## config.mk

```make
export PLATFORM = sky130hd
export DESIGN_NAME = spi_controller
export DESIGN_NICKNAME = d
export VERILOG_FILES = /design/src/rtl/spi_pkg.sv /design/src/rtl/spi_tick_gen.sv /design/src/rtl/spi_controller.sv
export SDC_FILE = /design/constraint.sdc
export NUM_CORES = 1
export LEC_CHECK = 0
export CAP_MARGIN = 10
export CORE_MARGIN = 2
export CORE_UTILIZATION = 50
export DETAILED_ROUTE_END_ITERATION = 16
export GPL_ROUTABILITY_DRIVEN = 0
export PLACE_DENSITY_LB_ADDON = 0.3
export SYNTH_ARGS = -nofsm -noshare
export SYNTH_HDL_FRONTEND = slang
export SYNTH_SLANG_ARGS = --single-unit
```

## constraint.sdc

```tcl
create_clock -name clk -period 1.8 [get_ports clk]
set_clock_uncertainty 0.1 [all_clocks]
set_input_delay 0.36 -clock clk [delete_from_list [all_inputs] [get_ports clk]]
set_output_delay 0.36 -clock clk [all_outputs]
set_load 0.01 [all_outputs]
```

## src/rtl/spi_pkg.sv

```systemverilog
// Shared constants, FSM state encoding and frame helper for the SPI write controller.
package spi_pkg;

  localparam int FRAME_W   = 16;
  localparam int ADDR_W    = 7;
  localparam int DATA_W    = 8;
  localparam int WRITE_BIT = 15;

  typedef enum logic [2:0] {
    IDLE,
    SETUP,
    SHIFT_HI,
    SHIFT_LO,
    GAP
  } spi_state_e;

  function automatic logic [FRAME_W-1:0] make_frame(input logic [ADDR_W-1:0] addr,
                                                    input logic [DATA_W-1:0] data);
    logic [FRAME_W-1:0] f;
    f            = {1'b0, addr, data};
    f[WRITE_BIT] = 1'b1;
    return f;
  endfunction

endpackage

```

## src/rtl/spi_tick_gen.sv

```systemverilog
// Half-period counter: pulses tick_o on the last of every DIV cycles; restart_i holds it at zero.
module spi_tick_gen #(
  parameter int DIV = 4
) (
  input  logic clk,
  input  logic rst_n,
  input  logic restart_i,
  output logic tick_o
);

  localparam int CNT_W = (DIV > 1) ? $clog2(DIV) : 1;

  logic [CNT_W-1:0] cnt_q;
  logic [CNT_W-1:0] cnt_d;

  assign tick_o = (cnt_q == CNT_W'(DIV - 1));

  always_comb begin
    cnt_d = cnt_q + CNT_W'(1);
    if (restart_i || tick_o) begin
      cnt_d = '0;
    end
  end

  always_ff @(posedge clk or negedge rst_n) begin
    if (!rst_n) begin
      cnt_q <= '0;
    end else begin
      cnt_q <= cnt_d;
    end
  end

endmodule

```

## src/rtl/spi_controller.sv

```systemverilog
// Mode-0 SPI write master: latches a 16-bit {write, addr, data} frame and shifts it out MSB first.
module spi_controller
  import spi_pkg::*;
#(
  parameter int DIV = 4
) (
  input  logic              clk,
  input  logic              rst_n,
  input  logic              in_valid,
  output logic              in_ready,
  input  logic [ADDR_W-1:0] in_addr,
  input  logic [DATA_W-1:0] in_data,
  output logic              done,
  output logic              sclk,
  output logic              mosi,
  output logic              cs_n
);

  spi_state_e         state_q;
  logic [FRAME_W-1:0] frame_q;
  logic [4:0]         bit_cnt_q;
  logic               sclk_q;
  logic               mosi_q;
  logic               cs_n_q;
  logic               done_q;
  logic               in_ready_q;
  logic               tick;
  logic [FRAME_W-1:0] req_frame;

  assign req_frame = make_frame(in_addr, in_data);

  // Counter is parked at zero while idle so SETUP always gets a full DIV cycles.
  spi_tick_gen #(
    .DIV(DIV)
  ) u_tick (
    .clk      (clk),
    .rst_n    (rst_n),
    .restart_i(state_q == IDLE),
    .tick_o   (tick)
  );

  always_ff @(posedge clk or negedge rst_n) begin
    if (!rst_n) begin
      state_q    <= IDLE;
      frame_q    <= '0;
      bit_cnt_q  <= '0;
      sclk_q     <= 1'b0;
      mosi_q     <= 1'b0;
      cs_n_q     <= 1'b1;
      done_q     <= 1'b0;
      in_ready_q <= 1'b0;
    end else begin
      done_q <= 1'b0;
      unique case (state_q)
        IDLE: begin
          in_ready_q <= 1'b1;
          if (in_valid && in_ready_q) begin
            state_q    <= SETUP;
            frame_q    <= req_frame;
            bit_cnt_q  <= '0;
            mosi_q     <= req_frame[FRAME_W-1];
            cs_n_q     <= 1'b0;
            in_ready_q <= 1'b0;
          end
        end
        SETUP: begin
          if (tick) begin
            state_q <= SHIFT_HI;
            sclk_q  <= 1'b1;
          end
        end
        SHIFT_HI: begin
          // Falling edge: advance to the next lower bit; after bit 0 a zero shifts in.
          if (tick) begin
            state_q   <= SHIFT_LO;
            sclk_q    <= 1'b0;
            frame_q   <= {frame_q[FRAME_W-2:0], 1'b0};
            mosi_q    <= frame_q[FRAME_W-2];
            bit_cnt_q <= bit_cnt_q + 5'd1;
          end
        end
        SHIFT_LO: begin
          if (tick) begin
            if (bit_cnt_q == 5'(FRAME_W)) begin
              state_q <= GAP;
              cs_n_q  <= 1'b1;
              mosi_q  <= 1'b0;
              done_q  <= 1'b1;
            end else begin
              state_q <= SHIFT_HI;
              sclk_q  <= 1'b1;
            end
          end
        end
        GAP: begin
          if (tick) begin
            state_q    <= IDLE;
            frame_q    <= '0;
            in_ready_q <= 1'b1;
          end
        end
        default: state_q <= IDLE;
      endcase
    end
  end

  assign in_ready = in_ready_q;
  assign done     = done_q;
  assign sclk     = sclk_q;
  assign mosi     = mosi_q;
  assign cs_n     = cs_n_q;

endmodule

```

# ---- After elaboration in Yosys (flattened, before gate mapping)
# Cells that the tools add are included.
dict set report op_classes {
  n_mul 0
  reduce_logical 16
  bitwise 0
  n_eq_ne 13
  shift 0
  div_mod_pow 0
  n_addsub 2
  mux 34
  magnitude_cmp 0
}
# cell n
set op_table {}
lappend op_table {{$mux W15} 3}
lappend op_table {{$pmux W15 S3} 1}
lappend op_table {{$mux W3} 6}
lappend op_table {{$mux W1} 15}
lappend op_table {{$pmux W3 S5} 1}
lappend op_table {{$reduce_and A5 Y1} 3}
lappend op_table {{$mux W5} 2}
lappend op_table {{$pmux W5 S2} 1}
lappend op_table {{$reduce_bool A3 Y1} 3}
lappend op_table {{$ne A2 B1 Y1 const B} 4}
lappend op_table {{$reduce_and A4 Y1} 2}
lappend op_table {{$eq A3 B2 Y1 const B} 2}
lappend op_table {{$ne A2 B2 Y1 const B} 3}
lappend op_table {{$pmux W1 S3} 2}
lappend op_table {{$reduce_bool A2 Y1} 3}
lappend op_table {{$add A5 B1 Y5 const B} 1}
lappend op_table {{$eq A5 B5 Y1 const B} 1}
lappend op_table {{$pmux W1 S2} 2}
lappend op_table {{$eq A3 B1 Y1 const B} 1}
lappend op_table {{$eq A3 B3 Y1 const B} 1}
lappend op_table {{$logic_not A3 Y1} 1}
lappend op_table {{$reduce_and A3 Y1} 1}
lappend op_table {{$add A2 B1 Y2 const B} 1}
lappend op_table {{$eq A2 B2 Y1 const B} 1}
lappend op_table {{other kinds (4)} 4}
dict set report word_totals {
  latchBits 0
  rom_bits 0
  ramBits 0
  regBits 30
  in_bits 18
  memories 0
}

# ---- Logic depth before layout (Yosys ltp)
# Gate-level depths: netlist of the first run.
dict set report logic_depth {
  word_depth 4
  ltp_mapped 6
  depth_no_buf 5
}

# ---- Hierarchy
# From an unflattened synthesis of the first run, not the netlist that was laid out.
dict set report unflattened {
  cells_unflattened 134
  area_unflattened_um2 1544.0
}
# module cells_per_inst area_per_inst_um2 instances
set modules_own_cells {}
lappend modules_own_cells {spi_controller 129 1458.9 1}
lappend modules_own_cells {spi_tick_gen 5 85.1 1}

# ---- Worst setup path after synthesis of the first run
# No wires, ideal clock.
dict set report synth_path {
  path_type {reg2reg}
  start {register state_q[1]}
  end {register frame_q[10]}
  arrival_time_ns 1.551
  path_buffers 2
  path_stages_with_launch 6
  path_slack_ns 0.024
  t_required_ns 1.575
  synth_period_minus_slack_ns 1.776
  cell_sequence {dfrtp_1 -> buf_6 -> nand2b_1 -> a221oi_4 -> buf_6 -> mux2_4}
}
dict set report synth_between {
  elab_chain_cells 3
  elab_cells_between_ends 9
  cone_classes {eq/ne (5); mux (1); reduce/logical (3)}
}
# item line
set synth_rtl {}
lappend synth_rtl {{from (decl)} spi_controller.sv:19} ;# spi_state_e state_q;
lappend synth_rtl {{from (signal assigned)} spi_controller.sv:44} ;# state_q <= IDLE;
lappend synth_rtl {{from (signal assigned)} spi_controller.sv:58} ;# state_q <= SETUP;
lappend synth_rtl {{from (signal assigned)} spi_controller.sv:68} ;# state_q <= SHIFT_HI;
lappend synth_rtl {{$eq A3 B2 Y1 (tied with other cells)} spi_controller.sv:54} ;# unique case (state_q)
lappend synth_rtl {{$ne A2 B1 Y1 (no line) (tied with other cells)} n/a}
lappend synth_rtl {{$reduce_and A4 Y1 (no line)} n/a}
lappend synth_rtl {{to (signal assigned)} spi_controller.sv:59} ;# frame_q <= req_frame;
lappend synth_rtl {{to (signal assigned)} spi_controller.sv:77} ;# frame_q <= {frame_q[FRAME_W-2:0], 1'b0};
lappend synth_rtl {{to (decl)} spi_controller.sv:20} ;# logic [FRAME_W-1:0] frame_q;
# Several ways; a longest one is shown, not always the timed one.
# A chain may end at the register's enable or synchronous reset.

# ---- Final worst setup path of the first run
dict set report layout_path {
  start {register u_tick.cnt_q[0]}
  end {register frame_q[7]}
}
dict set report layout_between {
  elab_chain_cells 3
  elab_cells_between_ends 4
  cone_classes {eq/ne (3); reduce/logical (1)}
}
# item line
set layout_rtl {}
lappend layout_rtl {{from (decl)} spi_tick_gen.sv:13} ;# logic [CNT_W-1:0] cnt_q;
lappend layout_rtl {{from (signal assigned)} spi_tick_gen.sv:29} ;# cnt_q <= cnt_d;
lappend layout_rtl {{$eq A2 B2 Y1 (*)} spi_tick_gen.sv:16} ;# assign tick_o = (cnt_q == CNT_W'(DIV - 1));
lappend layout_rtl {{$ne A2 B1 Y1 (no line)} n/a}
lappend layout_rtl {{$reduce_and A4 Y1 (no line) (*)} n/a}
# Mark *: on every way between the ends. The rest lies on a longest branch, timed or not.

==> qor.txt, run 1 <==
Worst-path cell chain = ha_4, nand2b_4, a221oi_4, clkbuf_16, mux2_4
Worst Tran Pin Value = 0.488 ns
Buffers & Inverters on Critical Path = 1
Startpoint types = register
VDD IR max = 0.000840 V
Vias = 1,465
Diodes inserted = 0
Hold_buf cts = 0
Worst EP required = 1.88 ns
GR Util All Layers = 21.8%
RSZ-0062 raised after global routing = true
Leak = 1.01 nW
Netlist Area Pre-Place = 1840 um2
Vias per cell = 5.75
Clock Path Buffers = 2
Layout cell share with drive strength beyond 1 = 28.0%
Dpl cell area = 2200 um2
Average footprint of a synthesized cell = 10.8 um2
Share of the synthesized area in the top cell type = 39.5%
Status = complete, no violations
Top_reg_cell synth = dfrtp_1
Final setup viols = 0
Critical path class = reg -> reg
Final antenna-violating net count = 0
Max-cap viol count = 0
Synth cell types = 39
Largest net degree at the start of global routing = 31
Clock-pin slew on the worst setup and hold paths = 0.07 ns
Vias in the first global route = 1,453
Final min period = 1.77 ns
Fin nets = 227
Die area = 4170 um2
Core area = 3610 um2
Final hold violation count = 0
Total grt overflow = 0
Remaining DRCs = 0
Avg WL per Cell = 16.6 um
Row Count = 22
P&R area growth vs syn = 33.1%
Sequential area share after synthesis = 41.0%
Post-Place Cells = 244
Clk sinks = 30
Initial DRC Count = 104
CTS tree = done
CTS Buf Count = 5
CP arrival = 1.85 ns
Fin area = 2440 um2
Clock latency on the worst-skew pair = 0.29 ns
Highest Clock Rate = 564 MHz
CP endpoint kind = register
Hpwl dp = 2730 um
1st-pass router iterations = 4
Post-synth EDFFs = 0
Die height = 64.6 um
Area contributors post-synth = dfrtp_1 (40%), a221o_1 (7.6%), mux2_4 (7.4%)
Fin cells = 255
Crit-path max cell delay = 0.40 ns
Slowest-stage cell, CP = dfrtp_1
Ys Warns = 0
Starting Density = 50.9%
Slew Limit Fails = 0
H-tree depth = 2
Number of synthesized register bits = 30
Die width = 64.6 um
Synthesized Nets = 191
Root Driver = clkbuf_8
First-pass GRT wire length = 6910 um
Hold Path Class = in -> async
Cell area power density = 1640 nW/um2
Top delay family on crit path = flip-flops
Crit-path max FO = 7
Ports = 23
Initial antenna violation count = 0
Slew margin rel. = 67.5%
Mapped Cells = 170
Routed wire length = 4240 um
IO Port Bufs = 22
Final period util = 98.4%
Synth area leader = dfrtp_1
Share of synthesized registers carrying an async set or reset = 100%
-- path summary, 6_finish.rpt --
check	startpoint	endpoint	slack, ns	cells after the start
setup / recovery	u_tick.cnt_q[0]	frame_q[7]	0.03	5
hold / removal	rst_n	sclk	0.35	2
setup reg to reg	u_tick.cnt_q[0]	frame_q[7]	0.03	5
hold reg to reg	cs_n	cs_n	0.40	2
max in group asynchronous	rst_n	cs_n	1.00	2
min in group clk	cs_n	cs_n	0.40	2
-- through the flow --
step / hold slack, ns / setup TNS, ns / worst slack, ns / total power, mW / utilization, %
3_5_place_dp: 0.338 / -3.62 / -0.285 / 2.93 / 60.9
3_3_place_gp: 0.318 / -3.46 / -0.248 / 2.85 / 60.9
2_1_floorplan: -0.0356 / 0 / 0.0242 / 2.44 / -
5_1_grt: 0.366 / -0.0956 / -0.0510 / 4.27 / 67.8
6_report: 0.350 / 0 / 0.0282 / 4.00 / 67.8
4_1_cts: 0.346 / 0 / 0.0125 / 3.82 / 64.9
-- sequential cells by signal (all words and copies together) (netlist names) --
register and cells:
frame_q 15, bit_cnt_q 5, state_q 3, u_tick.cnt_q 2, cs_n 1, done 1
in_ready 1, mosi 1, sclk 1
-- synth_stat cells, types with 2 or more instances --
cell,instances
a211oi_1,3
a21oi_1,5
a221o_1,14
a22o_1,2
and4_1,2
buf_2,6
buf_4,2
buf_6,2
clkbuf_1,4
dfrtp_1,29
ha_1,3
inv_1,8
mux2_2,5
mux2_4,9
mux2i_1,3
nand2_1,7
nand2b_1,4
nor2_1,5
nor2b_1,16
nor3b_1,14
nor4bb_1,2
o21ai_0,7
o21bai_1,2
-- what timing repair did --
action / 4_1_cts / 5_1_grt
pin swaps: 0 / 3
cloned: 0 / 1
endpoints found under the setup margin: 9 / 16
setup buffers: 0 / 2
resized for setup: 3 / 15
-- power by group --
part           internal (mW)  total (mW)  switching [mW]
sequential             0.985        1.20           0.213
combinational           1.10        1.95           0.851
clock                  0.590       0.859           0.268
total                   2.67        4.00            1.33
-- area by class of cell --
type	instances	area, um2
timing repair buffer	44	433
inverter	8	30.0
fill	266	1160
tap	48	60.1
clock inverter	2	60.1
multi-input combinational	117	1020
sequential	30	754
clock buffer	6	82.6
-- metal layers --
layer	track usage [%]	wire, um	part of all wire, %	up-vias
li1	-	-	-	692
met1	28.2	1920	45	741
met2	35.0	2100	49	22
met3	3.65	130	3.1	10
met4	11.7	97	2.3	0
met5	0	0	0	-
-- logic make-up (layout without fill, tap and decap cells) --
group / Yosys count / count (layout) / synth area share [%]
AOI/OAI and AO/OA: 42 / 42 / 18.9
adders and majority gates: 3 / 3 / 2.05
buffers and inverters: 23 / 60 / 6.34
DFF: 30 / 30 / 41.0
muxes: 17 / 17 / 12.1
and+or+nand+nor: 55 / 55 / 19.7
-- layout by cell type (no fill, tap or decap), types with 3 or more instances in the layout --
cell,netlist,routed
a211oi_1,3,3
a21oi_1,5,4
a221o_1,14,14
buf_4,2,18
clkbuf_8,0,6
clkdlybuf4s50_1,0,20
dfrtp_1,29,27
inv_1,8,8
mux2_2,5,4
mux2_4,9,10
mux2i_1,3,3
nand2_1,7,7
nand2b_1,4,3
nor2_1,5,5
nor2b_1,16,16
nor3b_1,14,14
o21ai_0,7,7
Power figures use the tool's default switching activity.
==> inputs of run 2 (changes only) <==
--- a/config.mk
+++ b/config.mk
@@ -11,6 +11,7 @@
 export DETAILED_ROUTE_END_ITERATION = 16
 export GPL_ROUTABILITY_DRIVEN = 0
 export PLACE_DENSITY_LB_ADDON = 0.3
+export SLEW_MARGIN = 15
 export SYNTH_ARGS = -nofsm -noshare
 export SYNTH_HDL_FRONTEND = slang
 export SYNTH_SLANG_ARGS = --single-unit
==> results of run 2 <==
The final DEF is identical to that of run 1; final timing and power are the same.
